==> config.mk <==
export PLATFORM = sky130hd
export DESIGN_NAME = led_rx
export DESIGN_NICKNAME = d
export VERILOG_FILES = /design/src/rtl/led_rx.sv
export SDC_FILE = /design/constraint.sdc
export NUM_CORES = 1
export LEC_CHECK = 0
export CAP_MARGIN = 20
export CORE_UTILIZATION = 45
export DETAILED_ROUTE_END_ITERATION = 8
export MAX_ROUTING_LAYER = met4
export PLACE_DENSITY = 0.66
export SYNTH_ARGS = -nofsm -noshare
export SYNTH_HDL_FRONTEND = slang
export SYNTH_SLANG_ARGS = --single-unit
==> constraint.sdc <==
create_clock -name i_clk -period 2.2 [get_ports i_clk]
set_input_delay 0.44 -clock i_clk [delete_from_list [all_inputs] [get_ports i_clk]]
set_output_delay 0.44 -clock i_clk [all_outputs]
set_load 0.005 [all_outputs]
==> src/rtl/led_rx.sv <==
// rtl/led_rx.sv - serial LED-chain receiver that writes channel words into a framebuffer
// Synchronizes the shift/latch inputs and assembles MSB-first words addressed from 0 after each latch.
module led_rx #(
  parameter  int c_ledboards = 30,
  parameter  int c_bpc       = 12,
  localparam int c_channels  = c_ledboards * 32,
  localparam int AW          = $clog2(c_channels)
) (
  input  logic             i_clk,
  input  logic             i_rst_n,
  input  logic             i_sclk,
  input  logic             i_sdai,
  input  logic             i_slat,
  output logic             o_wen,
  output logic [AW-1:0]    o_waddr,
  output logic [c_bpc-1:0] o_wdata,
  output logic             o_frame,
  output logic             o_err
);

  localparam int WCW = $clog2(c_channels + 1);
  localparam int BCW = (c_bpc > 1) ? $clog2(c_bpc) : 1;
  localparam logic [WCW-1:0] WC_FULL  = WCW'(c_channels);
  localparam logic [BCW-1:0] LAST_BIT = BCW'(c_bpc - 1);

  typedef enum logic [1:0] {ALIGN, RECV, OVERFLOW} state_t;

  logic [2:0]       sclk_q;
  logic [2:0]       slat_q;
  logic [2:0]       sdai_q;
  state_t           state_q;
  logic [WCW-1:0]   wcnt_q;
  logic [BCW-1:0]   bcnt_q;
  logic [c_bpc-1:0] shift_q;
  logic [c_bpc-1:0] shift_d;
  logic             wen_q;
  logic             frame_q;
  logic             err_q;
  logic [AW-1:0]    waddr_q;
  logic [c_bpc-1:0] wdata_q;
  logic             sclk_rise;
  logic             lat_rise;

  // Data rides the same 3-deep pipe; its middle stage lines up with the sclk edge detector.
  always_ff @(posedge i_clk or negedge i_rst_n) begin
    if (!i_rst_n) begin
      sclk_q <= '0;
      slat_q <= '0;
      sdai_q <= '0;
    end else begin
      sclk_q <= {sclk_q[1:0], i_sclk};
      slat_q <= {slat_q[1:0], i_slat};
      sdai_q <= {sdai_q[1:0], i_sdai};
    end
  end

  assign sclk_rise = sclk_q[1] & ~sclk_q[2];
  assign lat_rise  = slat_q[1] & ~slat_q[2];
  assign shift_d   = {shift_q[c_bpc-2:0], sdai_q[1]};

  always_ff @(posedge i_clk or negedge i_rst_n) begin
    if (!i_rst_n) begin
      state_q <= ALIGN;
      wcnt_q  <= '0;
      bcnt_q  <= '0;
      shift_q <= '0;
      wen_q   <= 1'b0;
      frame_q <= 1'b0;
      err_q   <= 1'b0;
      waddr_q <= '0;
      wdata_q <= '0;
    end else begin
      wen_q   <= 1'b0;
      frame_q <= 1'b0;
      err_q   <= 1'b0;
      if (lat_rise) begin
        if (state_q == RECV && wcnt_q == WC_FULL && bcnt_q == '0) begin
          frame_q <= 1'b1;
        end else if (state_q != ALIGN) begin
          err_q <= 1'b1;
        end
        state_q <= RECV;
        wcnt_q  <= '0;
        bcnt_q  <= '0;
        shift_q <= '0;
      end else if (sclk_rise && state_q == RECV) begin
        // A bit arriving after the last channel word marks the frame as overlong.
        if (wcnt_q == WC_FULL) begin
          state_q <= OVERFLOW;
        end else begin
          shift_q <= shift_d;
          if (bcnt_q == LAST_BIT) begin
            wen_q   <= 1'b1;
            waddr_q <= wcnt_q[AW-1:0];
            wdata_q <= shift_d;
            bcnt_q  <= '0;
            wcnt_q  <= wcnt_q + WCW'(1);
          end else begin
            bcnt_q <= bcnt_q + BCW'(1);
          end
        end
      end
    end
  end

  assign o_wen   = wen_q;
  assign o_waddr = waddr_q;
  assign o_wdata = wdata_q;
  assign o_frame = frame_q;
  assign o_err   = err_q;

endmodule

After elaboration in Yosys (flattened, before gate mapping)
Index checks and enable logic that the tools add are counted.
- $lt $le $gt $ge: 0
- shift-type cells: 0
- reduce and logical (&&, ||, !) cells: 12
- multiply operators: 0
- mux-type cells: 23
- $add $sub $neg: 2
- bitwise gates (word level): 6
- equal/unequal tests: 4
- divide/modulo/power cells: 0
- operators with widths (cell ; count):
    $mux W10 ; 4
    $mux W11 ; 3
    $mux W4 ; 4
    $add A10 B1 Y10 const B ; 1
    $eq A10 B10 Y1 const B ; 1
    $mux W1 ; 9
    $reduce_bool A2 Y1 ; 4
    $mux W2 ; 3
    $add A4 B1 Y4 const B ; 1
    $eq A4 B4 Y1 const B ; 1
    $logic_not A4 Y1 ; 1
    $not A1 Y1 ; 4
    $reduce_and A2 Y1 ; 2
    $reduce_and A4 Y1 ; 1
    $logic_and A1 B1 Y1 ; 3
    $reduce_and A3 Y1 ; 1
    $and A1 B1 Y1 ; 2
    $eq A2 B1 Y1 const B ; 1
    $ne A2 B2 Y1 const B ; 1
- output and inout port bits: 25
- input port bits: 5
- RAM bits: 0
- latch bits: 0
- word-level logic and storage cells: 59
- memories kept: 0
- ROM bits: 0
- bits in registers: 60

Logic depth before layout (Yosys ltp)
- word-level depth: 5
- depth in mapped cells: 7
- mapped depth without buffers: 6

Least setup slack after synthesis
Ideal clock, no wire load.
- path type: register -> register
- start: reg wcnt_q[0]
- end: reg waddr_q[0], in the netlist o_waddr[0]
- data required time: 2075 ps
- stages on the path, launching flop included: 8
- setup time: 125 ps
- path slack: 347 ps
- arrival: 1728 ps
- clock period less this slack: 1853 ps
- buffers on the path: 1
- path through: dfrtp_1 > inv_1 > ha_1 > and4bb_4 > a31oi_4 > nand3_4 > buf_6 > mux2_4
- cells in the longest elaborated chain, start to end: 3
- ends and longest elaborated chain (item ; line ; source):
    start: declaration ; 32 ; logic [WCW-1:0] wcnt_q;
    start signal: assignment ; 97 ; wcnt_q <= wcnt_q + WCW'(1);
    $eq A10 B10 Y1 ; 88 ; if (wcnt_q == WC_FULL) begin
    $not A1 Y1 (no source line) ; n/a ;
    $reduce_and A4 Y1 (no source line) ; n/a ;
    end signal: assignment ; 94 ; waddr_q <= wcnt_q[AW-1:0];
    end: declaration ; 39 ; logic [AW-1:0] waddr_q;
Parallel ways exist; a longest one is shown, timed or not.
A chain may end at the register's enable or synchronous reset.

Worst setup path after layout
- start: reg wcnt_q[0]
- end: reg wdata_q[4], in the netlist o_wdata[4]
- cells in the longest elaborated chain, start to end: 3
- ends and longest elaborated chain (item ; line ; source):
    $eq A10 B10 Y1 ; 88 ;
    $not A1 Y1 (no source line) ; n/a ;
    $reduce_and A4 Y1 (no source line) ; n/a ;
    end signal: assignment ; 95 ; wdata_q <= shift_d;
    end: declaration ; 40 ; logic [c_bpc-1:0] wdata_q;
Every way passes these cells.

==> results.py <==
metrics = {
    "run_status": {
        "outcome": "completed",
    },
    "logic_synthesis": {
        "synthCells": 189,
        "netlist_top_cells_count": "dfrtp_1, mux2_4, a22o_1",
        "yosysMostFrequentCell": "dfrtp_1",
        "synthAdderAreaFrac_pct": 1.96,
        "yosysTopAreaCell": "dfrtp_1",
        "synth_edf_count": 0,
        "synth_top_family_by_area": "multiplexers",
        "ys_async_sr_fraction_pct": 100,
        "synthMuxAreaShare_pct": 12.5,
        "synth.area.top_cells": "dfrtp_1, mux2_4, a22o_1",
        "synthFlopType": "dfrtp_1",
        "synthesis.area_sq_mm": 0.00255,
        "synth_compound_area_share_pct": 11.1,
        "yosys.area_share.simple_pct": 11.5,
        "syn_avg_cell_area_sq_um": 13.5,
        "synthXorXnorAreaFrac_pct": 0.687,
        "yosysWarningCount": 0,
        "synth.top_cell.area_share_pct": 58.9,
        "synth-seq-area-share_pct": 58.9,
        "synth_nets": 198,
        "synth-seq-cells": 60,
        "synth_cell_type_count": 39,
    },
    "power_and_ir_drop": {
        "power_density_mw_per_mm2": 736,
        "p_comb_share_pct": 4.3,
        "power.internal_mw": 1.85,
        "ir_drop_mv": 0.433,
        "swShare_pct": 20.9,
        "p_leak_nw": 1.50,
        "pwr-share-clk_pct": 47.1,
        "p_seq_share_pct": 48.6,
        "p_sw_mw": 0.489,
    },
    "clock_tree": {
        "clk_latency_ns": 0.34,
        "post_cts.repair.setup_buffers": 0,
        "cts_root_buf": "clkbuf_8",
        "cts_tree": "built",
        "cts.sinks": 60,
        "clk_pin_slew_ns": 0.07,
        "clockBufferDepth": 2,
        "numCtsBuffers": 9,
        "htree_levels": 3,
    },
    "worst_setup_path": {
        "crit_cells": 6,
        "crit_required_ns": 2.42,
        "r2r_end": "o_wdata[4]$_DFFE_PN0P_",
        "timing.critical_path.buf_inv": 1,
        "timing_worst_setup_path_type": "register to register",
        "endpoint_kind": "register",
        "crit_path_max_incr_delay_ns": 0.41,
        "cp_top_family": "simple AND/OR/NAND/NOR gates",
        "arrival_ns": 2.35,
        "crit_path_top_delay_cell": "dfrtp_1",
        "rrSetupSlack_ns": 0.07,
        "rr_startpoint": "wcnt_q[0]$_DFFE_PN0P_",
        "cp-endpoint": "o_wdata[4]$_DFFE_PN0P_",
        "crit_start": "wcnt_q[0]$_DFFE_PN0P_",
        "critPathMaxFanout": 11,
        "rr_worst_depth": 6,
        "cp-start-kind": "register",
        "path_cells": "inv_1 > ha_1 > and4bb_4 > a31oi_4 > nand3_2 > mux2_4",
    },
    "detailed_routing": {
        "first_pass_iters": 4,
        "postRouteAntennaNets": 0,
        "vias_per_cell": 5.35,
        "route.detailed.wl_per_inst_um": 15.3,
        "wirelength_um": 4660,
        "remaining_drc_errors": 0,
        "vias": 1625,
        "drt-initial-drc-count": 65,
    },
    "floorplanning": {
        "io_pins": 30,
        "fp.dieH_um": 77.3,
        "die_width_um": 77.3,
        "initial_core_util_pct": 46.6,
        "die-area_sq_mm": 0.00597,
        "rows": 27,
        "core_sq_mm": 0.00547,
    },
    "finish": {
        "nets": 237,
        "drive_above_1_share_pct": 23.7,
        "fin_area_sq_mm": 0.00318,
        "antenna_cells": 0,
        "fin_cells": 304,
        "syn_to_final_growth_pct": 24.6,
    },
    "placement": {
        "port_buffers": 29,
        "place_congestion": 0.888,
        "placed_cells": 288,
        "place_area_sq_mm": 0.00294,
        "dpl.hpwl_um": 2860,
    },
    "global_route": {
        "grt_pass1_wl_um": 7670,
        "grt_max_degree": 61,
        "grt_antenna_before_repair": 0,
        "overflow": 0,
        "grt.total_usage_pct": 17.7,
        "grt_pass1_vias": 1536,
    },
    "timing": {
        "relSlewSlack_pct": 43.1,
        "slew_viol_final": 0,
        "hold_viol_final": 0,
        "finalSetupViolations": 0,
        "timing.fmax_ghz": 0.471,
        "fin_crit_ns": 2.13,
        "finClkSkew_ns": 0.00665,
        "fin_crit_sh_pct": 96.6,
        "tightestPinTransition_ns": 0.850,
        "tns_ns": 0,
        "hold_slack_ns": 0.0979,
        "rsz0062_at_grt": "true",
    },
    "hold_path": {
        "hp-class": "input pin to async pin",
    },
    "job": {
        "maxCapViolations": 0,
    },
}
-- cell usage in the layout, fill, tap and decap left out, types with 2 or more instances in the layout --
cell type and n:
mux2_4 19, nand3_1 9, nand2_1 5, xnor2_1 2
inv_1 9, nor3_1 2, buf_4 6, clkbuf_8 11
bufinv_16 2, nor4_1 2, nor2_1 8, dfrtp_1 60
a21oi_1 7, a31o_2 2, a22o_1 14, ha_1 4
clkdlybuf4s50_1 28, a21o_1 2, nand2b_1 4, nand4_1 5
mux2_2 3, o21ai_0 4, a41o_1 2
-- power groups by stage --
stage | logic (mW) | clock network (mW) | registers (mW)
floorplan | 0.0487 | 0 | 1.15
global placement | 0.0984 | 0 | 1.16
global route | 0.114 | 1.18 | 1.14
detailed placement | 0.100 | 0 | 1.16
CTS | 0.100 | 1.14 | 1.14
finish | 0.100 | 1.10 | 1.14
-- registers in the layout (all words and copies together) (netlist names) --
name	count
o_wdata	12
shift_q	11
o_waddr	10
wcnt_q	10
bcnt_q	4
sclk_q	3
slat_q	3
sdai_q	2
state_q	2
o_err	1
o_frame	1
o_wen	1
-- area by class of cell --
type | instances | area (sq um)
clock buffers | 11 | 151
clock inverters | 4 | 72.6
fillers | 464 | 2290
inverters | 9 | 33.8
multi-input cells | 112 | 980
flip-flops and latches | 60 | 1500
well taps | 72 | 90.1
repair buffers | 36 | 350
-- repair_timing --
item,CTS,global route
gates resized for setup,0,1
endpoints found under the setup margin,0,35
hold buffers,0,0
-- layer usage --
layer	share of wire (%)	wire, um	track usage (%)	vias to the layer above
met1	49	2280	23.6	814
li1	-	-	-	766
met5	0	0	-	-
met2	44	2040	23.4	41
met4	1.2	55	6.79	0
met3	6.1	284	7.74	4
-- worst min-delay path by stage --
stage | startpoint | to | cells after the start
6_report | i_rst_n | o_wdata[1]$_DFFE_PN0P_ | 2
5_1_grt | i_rst_n | o_wdata[1]$_DFFE_PN0P_ | 2
4_1_cts | i_rst_n | o_wdata[1]$_DFFE_PN0P_ | 2
3_5_place_dp | slat_q[0]$_DFF_PN0_ | slat_q[1]$_DFF_PN0_ | 0
3_3_place_gp | sdai_q[0]$_DFF_PN0_ | sdai_q[1]$_DFF_PN0_ | 0
2_1_floorplan | i_rst_n | bcnt_q[0]$_DFFE_PN0P_ | 0
-- through the flow --
step,utilization [%],worst slack [ns],total power [mW]
after floorplan,-,0.347,1.20
after global placement,53.7,0.102,1.26
after detailed placement,53.7,0.0383,1.26
after CTS,57.8,0.0236,2.37
after global routing,58.1,-0.0622,2.43
final,58.1,0.0747,2.34
-- logic make-up (layout without fill, tap and decap cells) --
family,Yosys count,count (layout)
adders and majority gates,4,4
and+or+nand+nor,47,48
muxes,22,22
buffers and inverters,18,60
DFF,60,60
AOI/OAI and AO/OA,36,36
xor gates and xnor gates,2,2
No activity file was read; power rests on OpenSTA's default activity.
